**config.mk**
```make
export PLATFORM = sky130hd
export DESIGN_NAME = cam_power_seq
export DESIGN_NICKNAME = d
export VERILOG_FILES = /design/src/rtl/cam_power_seq.sv
export SDC_FILE = /design/constraint.sdc
export NUM_CORES = 1
export LEC_CHECK = 0
export CORE_MARGIN = 3
export CORE_UTILIZATION = 50
export DETAILED_ROUTE_END_ITERATION = 6
export PLACE_DENSITY = 0.7
export SLEW_MARGIN = 20
export SYNTH_ARGS = -nofsm -noshare
export SYNTH_HDL_FRONTEND = slang
export SYNTH_SLANG_ARGS = --single-unit
```
**constraint.sdc**
```tcl
create_clock -name clk -period 3.71 [get_ports clk]
set_input_delay 0.742 -clock clk [delete_from_list [all_inputs] [get_ports clk]]
set_output_delay 0.742 -clock clk [all_outputs]
set_load 0.03 [all_outputs]
```
**src/rtl/cam_power_seq.sv**
```systemverilog
// Camera sensor power sequencer.
// Walks the sensor through power-down release, reset release and a settle
// period before reporting it ready. It runs the reverse sequence on shutdown
// and a full power cycle on restart. Every output comes straight from a
// flop and updates on the same edge as the state it belongs to.
module cam_power_seq #(
    parameter int unsigned CLK_FREQ_HZ = 50_000_000,
    parameter int unsigned T_PWDN_US   = 6000,
    parameter int unsigned T_RST_US    = 2000,
    parameter int unsigned T_INIT_US   = 21000,
    parameter int unsigned T_OFF_US    = 1000
) (
    input  logic       clk,
    input  logic       rst_n,
    input  logic       en,
    input  logic       restart,
    output logic       cam_pwdn,
    output logic       cam_rst_n,
    output logic       power_done,
    output logic       done_pulse,
    output logic [2:0] state
);

    localparam int unsigned CYC_PER_US = CLK_FREQ_HZ / 1_000_000;
    localparam int unsigned N_PWDN = CYC_PER_US * T_PWDN_US;
    localparam int unsigned N_RST  = CYC_PER_US * T_RST_US;
    localparam int unsigned N_INIT = CYC_PER_US * T_INIT_US;
    localparam int unsigned N_OFF  = CYC_PER_US * T_OFF_US;

    localparam int unsigned N_MAX_A = (N_PWDN > N_RST)  ? N_PWDN : N_RST;
    localparam int unsigned N_MAX_B = (N_INIT > N_OFF)  ? N_INIT : N_OFF;
    localparam int unsigned N_MAX   = (N_MAX_A > N_MAX_B) ? N_MAX_A : N_MAX_B;
    localparam int unsigned CW      = $clog2(N_MAX) + 1;

    // Terminal counts: the counter reads N-1 on the last cycle of a dwell,
    // so the state is left exactly N edges after it was entered.
    localparam logic [CW-1:0] LAST_PWDN = CW'(N_PWDN - 1);
    localparam logic [CW-1:0] LAST_RST  = CW'(N_RST - 1);
    localparam logic [CW-1:0] LAST_INIT = CW'(N_INIT - 1);
    localparam logic [CW-1:0] LAST_OFF  = CW'(N_OFF - 1);

    // Reject clock rates that are not whole MHz and dwell times that round to zero cycles.
    if ((CLK_FREQ_HZ % 1_000_000) != 0 || N_PWDN < 1 || N_RST < 1 ||
        N_INIT < 1 || N_OFF < 1) begin : g_bad_params
        $error("cam_power_seq: CLK_FREQ_HZ must be a multiple of 1 MHz and every dwell must be >= 1 cycle");
    end

    typedef enum logic [2:0] {
        S_OFF   = 3'd0,
        S_PWDN  = 3'd1,
        S_RST   = 3'd2,
        S_INIT  = 3'd3,
        S_READY = 3'd4,
        S_SHUT  = 3'd5
    } state_e;

    state_e        state_q, state_d;
    logic [CW-1:0] cnt_q, cnt_d;
    logic          cam_pwdn_q, cam_pwdn_d;
    logic          cam_rst_n_q, cam_rst_n_d;
    logic          power_done_q, power_done_d;
    logic          done_pulse_q, done_pulse_d;

    // State register, dwell counter and registered pin values.
    always_ff @(posedge clk) begin
        // NOTE: reset is sampled on the clock edge only, so it appears in the
        // body of the clocked block and not in the sensitivity list. State
        // updates use <= so every flop sees the values from before the edge.
        if (!rst_n) begin
            state_q      <= S_OFF;
            cnt_q        <= '0;
            cam_pwdn_q   <= 1'b1;
            cam_rst_n_q  <= 1'b0;
            power_done_q <= 1'b0;
            done_pulse_q <= 1'b0;
        end else begin
            state_q      <= state_d;
            cnt_q        <= cnt_d;
            cam_pwdn_q   <= cam_pwdn_d;
            cam_rst_n_q  <= cam_rst_n_d;
            power_done_q <= power_done_d;
            done_pulse_q <= done_pulse_d;
        end
    end

    // Next state, dwell counter and the pin values that belong to the next state.
    always_comb begin
        // NOTE: every signal gets a default first, so no path through the
        // case statement can leave a signal unassigned and create a latch.
        state_d      = state_q;
        cnt_d        = '0;
        cam_pwdn_d   = 1'b1;
        cam_rst_n_d  = 1'b0;
        power_done_d = 1'b0;
        done_pulse_d = 1'b0;

        unique case (state_q)
            S_OFF: begin
                if (en) state_d = S_PWDN;
            end
            S_PWDN: begin
                if (!en)                    state_d = S_OFF;
                else if (cnt_q == LAST_PWDN) state_d = S_RST;
            end
            S_RST: begin
                if (!en)                    state_d = S_SHUT;
                else if (cnt_q == LAST_RST) state_d = S_INIT;
            end
            S_INIT: begin
                if (!en)                     state_d = S_SHUT;
                else if (cnt_q == LAST_INIT) state_d = S_READY;
            end
            S_READY: begin
                // A low en and a restart pulse both lead to SHUT, so en takes
                // priority without needing its own branch.
                if (!en || restart) state_d = S_SHUT;
            end
            S_SHUT: begin
                if (cnt_q == LAST_OFF) state_d = S_OFF;
            end
            default: state_d = S_OFF;
        endcase

        // The counter clears on every state entry. It only runs in timed
        // states, where it stops at the terminal count, so it never wraps.
        if (state_d == state_q &&
            (state_q == S_PWDN || state_q == S_RST ||
             state_q == S_INIT || state_q == S_SHUT)) begin
            cnt_d = cnt_q + 1'b1;
        end

        unique case (state_d)
            S_OFF, S_PWDN: begin
                cam_pwdn_d  = 1'b1;
                cam_rst_n_d = 1'b0;
            end
            S_RST, S_SHUT: begin
                cam_pwdn_d  = 1'b0;
                cam_rst_n_d = 1'b0;
            end
            S_INIT: begin
                cam_pwdn_d  = 1'b0;
                cam_rst_n_d = 1'b1;
            end
            S_READY: begin
                cam_pwdn_d   = 1'b0;
                cam_rst_n_d  = 1'b1;
                power_done_d = 1'b1;
                done_pulse_d = (state_q != S_READY);
            end
            default: begin
                cam_pwdn_d  = 1'b1;
                cam_rst_n_d = 1'b0;
            end
        endcase
    end

    assign cam_pwdn   = cam_pwdn_q;
    assign cam_rst_n  = cam_rst_n_q;
    assign power_done = power_done_q;
    assign done_pulse = done_pulse_q;
    assign state      = state_q;

endmodule

```
==> impl_metrics.ini, run 1 <==
[status]
status = finished clean

[worst_setup_path]
timing.rr.end = cnt_q[21]
r2r_setup_slack_ns = 1.14
crit_required_ns = 3.98
critPathTopFamily = simple AND/OR/NAND/NOR gates
slowest_delay_ns = 0.59
crit_slowest_cell = or4b_2
endpoint_kind = register
crit_path_start_kind = input pin
path_depth = 7
r2r-start = cnt_q[0]
cp_max_fo = 22
crit_type = input pin to register
r2r_cells = 7
cp_cell_sequence = clkdlybuf4s50_1 -> or4b_2 -> nor4_1 -> a21oi_1 -> nor4_4 -> mux2_4 -> nor2_1
startpoint = en
arrival_ns = 3.08
path_buf_inv = 1

[die]
start_util = 0.542
die_h_um = 61.6
die-area_mm2 = 0.00379
io-pin-count = 11
rows = 19
fp.dieW_um = 61.6
coreArea_mm2 = 0.00285

[hold_path]
hold_path.class = register to register
hp-start = cnt_q[0]
hold_depth = 1
whs_endpoint = cnt_q[0]

[global_routing]
grt_max_degree = 23
grt_pass1_vias = 1176
grt_overflow_total = 0
grt_pass1_wl_mm = 5.09
grt_usage = 0.184
antenna_found_initial = 0

[synth]
synth_edf_count = 0
syn_avg_cell_area_um2 = 9.14
synth_seq_cells = 29
synth_ff_type = dfxtp_1
syn_nets = 174
synthCells = 169
syn-cell-area_mm2 = 0.00155
ys_warn_count = 0
ys_seq_area_frac = 0.376
async_flop_share = 0
ys_types = 46

[timing]
fin_tns_setup_ns = 0
hold_violations = 0
slew_headroom = 0.536
finalClockSkew_ns = 0.00962
worstMarginPinSlew_ns = 0.690
setup_slack_ns = 0.896
rsz0062_at_grt = no
post-route-period-util = 0.758
setup_viol = 0
period_needed_ns = 2.81
slew_viol_final = 0
fmax_mhz = 355

[route]
routed_wl_mm = 3.00
first_pass_iters = 4
drc = 0
viasPerCell = 5.79
antenna_left = 0
post_drt_wl_per_cell_um = 13.9
drtIter0Drc = 69
dr_total_vias = 1244

[placed_design]
io_buffers = 10
gp_congestion = 0.847
dp_hpwl_mm = 2.20
pre_cts_ws_ns = 0.545

[finish]
regArea_um2 = 581
n_antenna_cell = 0
area_delta_synth_final_pct = 12.2
drive_gt1_frac = 0.163
final_net_count = 188
multi_input_area_um2 = 911
fill_cells = 259

[flow_run]
max_cap_viol_count = 0

[clock_tree]
cts_resized = 0
numCtsBuffers = 5
clockRootBuffer = clkbuf_4
clock_latency_ns = 0.33
cts_sinks = 29
htree_levels = 2
clk_pin_slew_ns = 0.09
clockBufferDepth = 2
tritoncts = done
cts-hold-fix-buffers = 0
post_cts_buffers = 0

[pwr]
max-vdd-ir-drop_uv = 207
p_leak_nw = 0.557
p_per_area_mw_per_mm2 = 348
layer usage:
metal	up-vias	GRT usage	part of all wire
met3	9	0.0755	0.056
met5	-	0	0
li1	618	-	-
met2	33	0.296	0.48
met4	0	0.0576	0.019
met1	584	0.223	0.45
where the power goes:
group	total, mW	internal (mW)	switching [mW]
sequential	0.314	0.312	0.00172
clock	0.270	0.161	0.110
combinational	0.0197	0.00952	0.0102
layout by cell type, fill, tap and decap left out, types with 5 or more instances in the layout:
cell | Yosys | layout
dfxtp_1 | 29 | 29
nor2_1 | 17 | 17
xnor2_1 | 13 | 13
nand2_1 | 12 | 12
nor2_2 | 11 | 11
clkdlybuf4s50_1 | 0 | 10
nand3_1 | 7 | 7
xor2_1 | 7 | 7
inv_1 | 5 | 5
nor3_1 | 5 | 5
clkbuf_4 | 0 | 5
state kept, by name, indices dropped and copies added (netlist names):
| signal | count |
|---|---|
| cam_pwdn | 1 |
| state | 3 |
| power_done | 1 |
| cam_rst_n | 1 |
| cnt_q | 22 |
| done_pulse | 1 |
metrics by stage:
stage	util	hold slack, ns	power, mW	area (um^2)	std cells
2_1_floorplan	-	0.435	0.335	1550	169
3_3_place_gp	0.578	0.449	0.340	1650	207
3_5_place_dp	0.578	0.461	0.341	1650	207
4_1_cts	0.608	0.488	0.608	1730	215
5_1_grt	0.608	0.505	0.629	1730	215
6_report	0.608	0.479	0.604	1730	215
cells in the mapped netlist, drive strengths merged, types with 5 or more instances:
cell	instances	area (um^2)
dfxtp	29	581
xnor2	13	114
inv	5	18.8
nand3	7	35.0
nor3	7	51.3
xor2	7	61.3
nor4	6	67.6
and3	5	32.5
nand2	12	45.0
nor2	28	133
worst max path at each step:
| stage | slack [ns] | end |
|---|---|---|
| after floorplan | 1.22 | cnt_q[4] |
| after detailed placement | 0.54 | cnt_q[11] |
| after CTS | 0.88 | cnt_q[21] |
| after global routing | 0.76 | cnt_q[7] |
| final | 0.90 | cnt_q[21] |
| after global placement | 0.60 | cnt_q[6] |
area by class of cell:
cell class	instances	share of cell area
Clock inverter	1	0.0173
Timing Repair Buffer	10	0.0577
Multi-Input combinational cell	132	0.525
Sequential cell	29	0.335
Tap cell	31	0.0224
Clock buffer	7	0.0317
Inverter	5	0.0108
worst register-to-register path: stages (launching register included):
cell and delay (ns):
dfxtp_1 0.39, ha_1 0.20, nand3_1 0.26, nor4_4 0.49, a21boi_1 0.16, nor4_4 0.38
mux2_4 0.47, nor2_1 0.15
logic make-up after synthesis:
family	share of synthesized area
buf+inv	0.0348
compound gates	0.0502
simple gates	0.402
xor+xnor	0.113
fa+ha+maj	0.00810
flops	0.376
mux	0.0162
No activity file was read; power rests on OpenSTA's default activity.
==> inputs of run 2 (changes only) <==
--- a/config.mk
+++ b/config.mk
@@ -8,7 +8,7 @@
 export CORE_MARGIN = 3
 export CORE_UTILIZATION = 50
 export DETAILED_ROUTE_END_ITERATION = 6
-export PLACE_DENSITY = 0.7
+export PLACE_DENSITY = 0.72
 export SLEW_MARGIN = 20
 export SYNTH_ARGS = -nofsm -noshare
 export SYNTH_HDL_FRONTEND = slang
==> constraint.sdc (replaced) <==
create_clock -name clk -period 2.4 [get_ports clk]
set_input_delay 0.48 -clock clk [delete_from_list [all_inputs] [get_ports clk]]
set_output_delay 0.48 -clock clk [all_outputs]
set_load 0.03 [all_outputs]
==> impl_metrics.ini, run 2 (synthesized netlist as in run 1, its figures left out) <==
[die]
fp.dieW_um = 61.6
die-area_mm2 = 0.00379
start_util = 0.542
rows = 19
die_h_um = 61.6
io-pin-count = 11
coreArea_mm2 = 0.00285

[route]
viasPerCell = 5.92
post_drt_wl_per_cell_um = 16.6
drc = 0
first_pass_iters = 4
antenna_left = 0
routed_wl_mm = 3.82
dr_total_vias = 1362
drtIter0Drc = 92

[global_routing]
grt_usage = 0.233
grt_overflow_total = 0
grt_max_degree = 10
grt_pass1_wl_mm = 6.21
grt_pass1_vias = 1274
antenna_found_initial = 0

[pwr]
p_per_area_mw_per_mm2 = 438
max-vdd-ir-drop_uv = 433
p_leak_nw = 0.642

[worst_setup_path]
crit_slowest_cell = or4_4
crit_required_ns = 2.67
endpoint_kind = register
cp_cell_sequence = or4_4 -> nor3_2 -> a21oi_1 -> nor4_4 -> buf_6 -> mux2_4 -> nor2_1
arrival_ns = 2.62
cp_max_fo = 6
crit_path_start_kind = register
crit_type = register to register
slowest_delay_ns = 0.58

[clock_tree]
tritoncts = done
clockRootBuffer = clkbuf_4
htree_levels = 2
clk_pin_slew_ns = 0.08
cts-hold-fix-buffers = 0
cts_sinks = 29
clockBufferDepth = 2
clock_latency_ns = 0.33
numCtsBuffers = 5

[finish]
fill_cells = 223
post-route-util = 0.663
final_area_mm2 = 0.00189
final_common_cell = dfxtp_1
n_antenna_cell = 0
drive_gt1_frac = 0.271
area_delta_synth_final_pct = 22.3
regMostFlops = cnt_q
mostFrequentLayoutCells = dfxtp_1 (26), nor2_1 (15), nor2_2 (13), xnor2_1 (13)
final_net_count = 204
largest_reg_flops = 22
fin_cells = 230

[timing]
slew_viol_final = 0
finalClockSkew_ns = 0.0108
period_needed_ns = 2.35
slew_headroom = 0.733
rsz0062_at_grt = no
worstMarginPinSlew_ns = 0.397
hold_violations = 0
post-route-period-util = 0.980
setup_viol = 0
fin_tns_setup_ns = 0
setup_slack_ns = 0.0482
fmax_mhz = 425

[placed_design]
dp_hpwl_mm = 2.42
pre_cts_ws_ns = -0.381
gp_congestion = 0.961
dp.cells = 219
place_area_mm2 = 0.00174
io_buffers = 10

[hold_path]
hold_path.class = register to register

[status]
status = finished clean

[flow_run]
max_cap_viol_count = 0
run 2: critical path: cells and delay by family, from the launching register on:
| kind | cells | cell delay, ns |
|---|---|---|
| AO/OA/AOI/OAI | 1 | 0.17 |
| multiplexers | 1 | 0.37 |
| buffers and inverters | 1 | 0.18 |
| AND/OR/NAND/NOR | 4 | 1.21 |
| flip-flops | 1 | 0.36 |
run 2: final timing paths:
kind / startpoint / to / slack (ns) / cells past startpoint
min: cnt_q[0] / cnt_q[0] / 0.47 / 1
max: cnt_q[13] / cnt_q[13] / 0.05 / 7
max reg2reg: cnt_q[13] / cnt_q[13] / 0.05 / 7
min reg2reg: cnt_q[0] / cnt_q[0] / 0.47 / 1
run 2: through the flow:
stage	hold slack [ns]	power [mW]
2_1_floorplan	0.435	0.518
3_3_place_gp	0.454	0.530
3_5_place_dp	0.454	0.531
4_1_cts	0.472	0.836
5_1_grt	0.492	0.863
6_report	0.468	0.828
run 2: area by class of cell:
| type | instances | area (um^2) | area share |
|---|---|---|---|
| well taps | 31 | 38.8 | 0.0205 |
| repair buffers | 23 | 200 | 0.106 |
| clock buffers | 7 | 55.1 | 0.0291 |
| flip-flops and latches | 29 | 584 | 0.309 |
| multi-input cells | 135 | 993 | 0.525 |
| inverters | 5 | 18.8 | 0.00993 |
run 2: timing repair:
item,4_1_cts,5_1_grt
gates resized for setup,12,4
gates cloned,3,0
pin swaps,5,4
setup endpoints to repair,22,24
setup buffers,1,0
run 2: per-layer routing:
| layer | track usage | up-vias | wire length, um |
|---|---|---|---|
| met5 | 0 | - | 0 |
| met3 | 0.0776 | 10 | 297 |
| met1 | 0.277 | 630 | 1540 |
| li1 | - | 657 | - |
| met2 | 0.377 | 65 | 1890 |
| met4 | 0.112 | 0 | 90 |
run 2: power breakdown:
part	internal (mW)	switching (mW)	leakage, nW	total (mW)
Clock	0.138	0.159	0.0314	0.297
Sequential	0.482	0.00129	0.235	0.483
Combinational	0.0228	0.0247	0.376	0.0475
==> inputs of run 3 (changes only) <==
--- a/config.mk
+++ b/config.mk
@@ -5,10 +5,11 @@
 export SDC_FILE = /design/constraint.sdc
 export NUM_CORES = 1
 export LEC_CHECK = 0
+export ABC_CLOCK_PERIOD_IN_PS = 2400
 export CORE_MARGIN = 3
-export CORE_UTILIZATION = 50
+export CORE_UTILIZATION = 52
 export DETAILED_ROUTE_END_ITERATION = 6
-export PLACE_DENSITY = 0.72
+export PLACE_DENSITY = 0.75
 export SLEW_MARGIN = 20
 export SYNTH_ARGS = -nofsm -noshare
 export SYNTH_HDL_FRONTEND = slang
==> impl_metrics.ini, run 3 (synthesized netlist as in run 1, its figures left out) <==
[status]
status = finished clean

[worst_setup_path]
critPathTopFamily = simple AND/OR/NAND/NOR gates
timing.rr.end = cnt_q[9]
r2r-start = cnt_q[18]
endpoint_kind = register
crit_required_ns = 2.67
crit_path_start_kind = register
slowest_delay_ns = 0.57
crit_type = register to register
cp_max_fo = 6
cp_cell_sequence = or4_4 -> nor4_4 -> a21oi_2 -> nor4_4 -> buf_4 -> mux2_4 -> nor2_1
r2r_cells = 7
path_buf_inv = 1
arrival_ns = 2.63
crit_slowest_cell = or4_4
r2r_setup_slack_ns = 0.03
cp_common_cell = nor4_4
startpoint = cnt_q[18]

[clock_tree]
htree_levels = 2
clk_pin_slew_ns = 0.09
numCtsBuffers = 5
cts-hold-fix-buffers = 0
clockBufferDepth = 2
clockRootBuffer = clkbuf_4
tritoncts = done
clock_latency_ns = 0.33
cts_sinks = 29

[route]
drtIter0Drc = 135
antenna_left = 0
viasPerCell = 5.71
dr_total_vias = 1319
drc = 0
first_pass_iters = 4
routed_wl_mm = 3.48
post_drt_wl_per_cell_um = 15.0

[die]
io-pin-count = 11
rows = 19
fp.dieW_um = 60.5
die-area_mm2 = 0.00366
die_h_um = 60.5
coreArea_mm2 = 0.00281
start_util = 0.551

[finish]
final_common_cell = dfxtp_1
post-route-util = 0.677
largest_reg_flops = 22
n_antenna_cell = 0
final_net_count = 204
multi_input_area_mm2 = 0.00101
regMostFlops = cnt_q
fin_cells = 231
regArea_um2 = 584
area_delta_synth_final_pct = 22.8
fill_cells = 221
drive_gt1_frac = 0.275
mostFrequentLayoutCells = dfxtp_1 (26), nor2_2 (13), xnor2_1 (13), nor2_1 (13), buf_4 (13)

[pwr]
p_leak_nw = 0.641
max-vdd-ir-drop_uv = 308
p_per_area_mw_per_mm2 = 426

[timing]
hold_violations = 0
worstMarginPinSlew_ns = 0.458
period_needed_ns = 2.37
post-route-period-util = 0.986
fin_tns_setup_ns = 0
slew_headroom = 0.691
slew_viol_final = 0
setup_viol = 0
fmax_mhz = 423
finalClockSkew_ns = 0.00946
rsz0062_at_grt = yes

[global_routing]
antenna_found_initial = 0
grt_pass1_wl_mm = 5.39
grt_overflow_total = 0
grt_usage = 0.197
grt_max_degree = 23
grt_pass1_vias = 1237

[hold_path]
hold_path.class = register to register
hp-start = cnt_q[0]
hold_depth = 1
whs_endpoint = cnt_q[0]

[placed_design]
gp_congestion = 0.961
dp_hpwl_mm = 2.34
dp.cells = 218
io_buffers = 10

[flow_run]
max_cap_viol_count = 0
[run 3: area by class of cell]
class                           instances  share of cell area
Tap cell                               31              0.0204
Inverter                                5             0.00989
Multi-Input combinational cell        135               0.531
Clock buffer                            8              0.0257
Timing Repair Buffer                   23               0.105
Sequential cell                        29               0.308
[run 3: power by group]
group          total (mW)  internal [mW]  switching, mW
Sequential          0.483          0.482        0.00132
Clock               0.276          0.116          0.160
Combinational      0.0481         0.0235         0.0246
Total               0.808          0.622          0.186
[run 3: repair_timing]
action | in CTS | in global routing
buffers inserted | 0 | 2
resized for setup | 0 | 19
endpoints found under the setup margin | 0 | 24
[run 3: through the flow]
step	worst slack [ns]	instance area (um^2)	hold slack (ns)	power, mW
finish	0.0340	1900	0.479	0.808
global route	-0.0469	1900	0.502	0.841
CTS	0.00778	1780	0.482	0.803
detailed placement	-0.329	1730	0.461	0.531
global placement	-0.305	1730	0.457	0.530
floorplan	0.0842	1550	0.435	0.518
[run 3: layer usage]
layer | vias up | track usage | part of all wire
met5 | - | 0 | 0
met1 | 607 | 0.240 | 0.44
met2 | 47 | 0.313 | 0.47
met4 | 0 | 0.0898 | 0.017
met3 | 9 | 0.0681 | 0.069
li1 | 656 | - | -
[run 3: worst max path at each step]
stage / end / depth (start not counted)
4_1_cts: cnt_q[8] / 7
2_1_floorplan: cnt_q[4] / 8
3_3_place_gp: cnt_q[8] / 7
6_report: cnt_q[9] / 7
5_1_grt: cnt_q[8] / 7
3_5_place_dp: cnt_q[8] / 7
==> patch 1 (flow settings as in run 3) <==
Set the parameter `T_RST_US` to 4000 (it was 2000).
--- a/src/rtl/cam_power_seq.sv
+++ b/src/rtl/cam_power_seq.sv
@@ -7,5 +7,5 @@
     parameter int unsigned CLK_FREQ_HZ = 50_000_000,
     parameter int unsigned T_PWDN_US   = 6000,
-    parameter int unsigned T_RST_US    = 2000,
+    parameter int unsigned T_RST_US    = 4000,
     parameter int unsigned T_INIT_US   = 21000,
     parameter int unsigned T_OFF_US    = 1000
Function: same outputs for any inputs over 10 cycles, from zero or initial values and one cycle with rst_n low; that may be too few to reach the edited logic, so the function may still have changed.
==> patch 1 against run 3 <==
- the flow now finishes with violations (setup timing)
- via count grew 11%
- total power up 6.5%
- worst setup slack lost 0.38 ns
- sequential cell count stayed put
- critical path depth is the same
- routed wire length is 11% higher
- cell area rose by 3.5%
- area after synthesis is 5.1% lower
- final cell count is 5.2% higher
- critical path type unchanged
- largest cell class unchanged
==> patch 1: results (changes against run 3) <==
Outcome: complete, but fails checks
Violated checks: setup timing
Ys flop type: dfxtp_1
Vias per std cell: 6.012 (+5.3%)
Ranking of synthesized cells by area: dfxtp_1 (40%), nor2_1 (7.9%), xor2_1 (7.8%), xnor2_1 (3.6%), nand3_1 (2.7%)
Placed Cells: 234 (+7.3%)
Dpl ws: -0.2578 ns (+0.07150 ns)
Gpl congestion: 0.8946 (-6.9%)
Share of cells above drive strength 1: 26.76% (-0.74 points)
Final worst hold slack: 0.5355 ns (+0.05638 ns)
Number of global-route vias before repair: 1392 (+13%)
Synth top cells by count: nor2_1 (31), dfxtp_1 (29), xor2_1 (13)
Critical Path Slowest Stage Cell: or4_4
Worst slew margin: 71.53% (+2.5 points)
Final setup viols: 25 (+25)
Worst vdd ir: 0.4938 mV (+60%)
WL/cell: 15.91 um (+5.7%)
Slack of the critical path: -0.3440 ns (-0.3780 ns)
Global-route wire length before repair: 6030 um (+12%)
H-tree depth: 2 (unchanged)
CP max stage delay: 0.53 ns (-0.04 ns)
Nets: 217 (+6.4%)
Post-synth cell types: 39 (-15%)
Initial drt markers: 74 (-45%)
Synth warnings: 0 (unchanged)
Sequential share of the synthesized area: 39.59% (+2.0 points)
Fillers: 190 (-14%)
LEAKAGE: 0.7381 nW (+15%)
Detailed Place HPWL: 2613 um (+12%)
Non-Filler Instances: 243 (+5.2%)
Setup Skew: 0.01090 ns (+0.001446 ns)
Crit Path Max Fanout: 11 (+5)
patch 1: cell types whose count changed after synthesis, sizes merged, moves of 3 or more:
cell,run 3,this run
a311oi,0,3
and3,5,2
or4b,4,1
xnor2,13,6
xor2,7,13
nor3,7,4
nor2,28,31
patch 1: logic make-up after synthesis:
group                    after synthesis  share of synthesized area (%)
adder cells (fa/ha/maj)                1                         0.8531
AO/OA/AOI/OAI                         15                          8.619
multiplexers                           2                          1.365
XOR/XNOR                              19                          11.35
buffers and inverters                  9                          3.327
flip-flops                            29                          39.59
AND/OR/NAND/NOR                       92                          34.90
patch 1: layout make-up:
cell class / count / share of cell area, %
clock buffers: 6 / 2.611
clock inverters: 2 / 0.7006
inverters: 4 / 0.7643
multi-input cells: 129 / 45.16
flip-flops and latches: 29 / 29.62
well taps: 30 / 1.911
repair buffers: 43 / 19.24
patch 1: worst paths after layout:
path	startpoint	end	cells after the start
max	cnt_q[19]$_SDFF_PN0_	cnt_q[21]$_SDFF_PN0_	7
min	cnt_q[0]$_SDFF_PN0_	cnt_q[0]$_SDFF_PN0_	2
max reg2reg	cnt_q[19]$_SDFF_PN0_	cnt_q[21]$_SDFF_PN0_	7
min reg2reg	cnt_q[0]$_SDFF_PN0_	cnt_q[0]$_SDFF_PN0_	2
patch 1: what timing repair did:
| action | 4_1_cts | 5_1_grt |
|---|---|---|
| endpoints found under the setup margin | 27 | 29 |
| setup buffers | 1 | 1 |
| gates resized for setup | 2 | 6 |
| pin swaps | 1 | 2 |
| cloned | 0 | 1 |
patch 1: routing by layer:
metal	part of all wire [%]	GRT usage, %	vias to the layer above	routed length (um)
met4	4.5	14.56	0	174
met3	6.3	7.843	26	245
met5	0	0	-	0
li1	-	-	687	-
met1	39	23.25	683	1501
met2	50	40.38	65	1943
patch 1: worst reg2reg max path, stage by stage, from the launching register on:
cell and delay, ns:
dfxtp_2 0.33, or4_4 0.53, or4_4 0.51, o311a_4 0.33
nor4b_4 0.31, mux2i_4 0.37, clkbuf_16 0.21, nor2_1 0.05
patch 1: power breakdown:
group	switching, mW	internal [mW]	leakage [nW]
clock	0.188	0.143	0.0382
combinational	0.0212	0.0247	0.466
sequential	0.00179	0.482	0.234
patch 1: per-stage QoR:
step	setup TNS, ns	cell area (um2)
after CTS	-5.926	1903
after global placement	-4.624	1828
final	-7.429	1964
after floorplan	-6.211	1471
after detailed placement	-5.884	1828
after global routing	-8.919	1964
==> patch 2 (flow settings as in run 3) <==
Without the edit above. Remove the register `cam_pwdn_q`: a continuous assignment takes its place, so the output `cam_pwdn` follows one clock earlier.
--- a/src/rtl/cam_power_seq.sv
+++ b/src/rtl/cam_power_seq.sv
@@ -70,5 +70,4 @@
             state_q      <= S_OFF;
             cnt_q        <= '0;
-            cam_pwdn_q   <= 1'b1;
             cam_rst_n_q  <= 1'b0;
             power_done_q <= 1'b0;
@@ -77,5 +76,4 @@
             state_q      <= state_d;
             cnt_q        <= cnt_d;
-            cam_pwdn_q   <= cam_pwdn_d;
             cam_rst_n_q  <= cam_rst_n_d;
             power_done_q <= power_done_d;
@@ -83,4 +81,6 @@
         end
     end
+
+    assign cam_pwdn_q = cam_pwdn_d;
 
     // Next state, dwell counter and the pin values that belong to the next state.
Formal check against the unedited RTL: same outputs for any inputs over 10 cycles, from zero or initial values and one cycle with rst_n low; that may be too few to reach the edited logic, so the function may still have changed.
==> patch 2 against run 3 <==
- the run now ends with setup timing left
- sequential cell count is 1 lower
- routed wire length is 6.7% higher
- register-to-register slack worse by 0.17 ns
- cell area is 8.6% higher
- worst setup slack worse by 0.24 ns
- non-clock buffer count is 25 higher
- total power is 6.6% lower
- fmax is 9.0% lower
- utilization is 11 points higher
- sequential power is 3% lower
- area after synthesis is 1.8% lower
- hold slack better by 0.046 ns
- clock skew hardly changed
==> patch 2: results (changes against run 3) <==
Starting Density: 58.09% (+3.0 points)
Final setup viols: 23 (+23)
Violated checks: setup timing
Synth top cells by count: dfxtp_1 (28), nor2_2 (20), nor2_1 (16)
Setup Skew: 0.008987 ns (-0.0004699 ns)
Fillers: 180 (-19%)
H-tree depth: 1 (-1)
Outcome: complete, but fails checks
Sequential cell area: 570.5 um2 (-2.4%)
Post-synth cell types: 44 (-4.3%)
Detailed Place HPWL: 2740 um (+17%)
Sequential share of the synthesized area: 36.93% (-0.64 points)
Clock buffer count from CTS: 3 (-2)
Gr usage total: 23.68% (+4.0 points)
Gpl congestion: 0.9281 (-3.4%)
Met2 WL: 1822 um (+11%)
Initial drt markers: 47 (-65%)
CP arrival: 2.12 ns (-0.51 ns)
Final worst hold slack: 0.5252 ns (+0.04611 ns)
Met3 usage: 3.672% (-3.1 points)
Crit Path Max Fanout: 3 (-3)
Vias: 1363 (+3.3%)
CP max stage delay: 0.54 ns (-0.03 ns)
Placed cell area: 1894 um2 (+9.4%)
WHS Path Cells: 2 (+1)
#MultiIn Comb: 129 (-4.4%)
LEAKAGE: 0.8003 nW (+25%)
Met1 Resource Use GR: 29.85% (+5.9 points)
Critical Path Slowest Stage Cell: or4b_4
Placed Cells: 239 (+9.6%)
Slack of the critical path: -0.2012 ns (-0.2352 ns)
patch 2: logic make-up (layout without fill, tap and decap cells):
kind of cell | Yosys count | count (layout) | share of synthesized area, %
mux | 1 | 1 | 1.484
flops | 28 | 28 | 36.93
fa+ha+maj | 1 | 1 | 0.8243
buf+inv | 12 | 59 | 5.029
compound gates | 13 | 13 | 7.008
xor+xnor | 20 | 20 | 11.54
simple gates | 94 | 94 | 37.18
patch 2: power by group through the flow:
stage	combinational [mW]	clock, mW	sequential [mW]
2_1_floorplan	0.0221	0	0.483
3_3_place_gp	0.0459	0	0.479
3_5_place_dp	0.0463	0	0.479
4_1_cts	0.0487	0.242	0.469
5_1_grt	0.0529	0.265	0.470
6_report	0.0495	0.236	0.469
patch 2: repair_timing:
action                                 4_1_cts  5_1_grt
endpoints found under the hold margin        0        0
setup endpoints to repair                   23       24
pin swaps                                    5        4
cloned                                       0        0
resized for setup                           12       10
setup buffers                                3        0
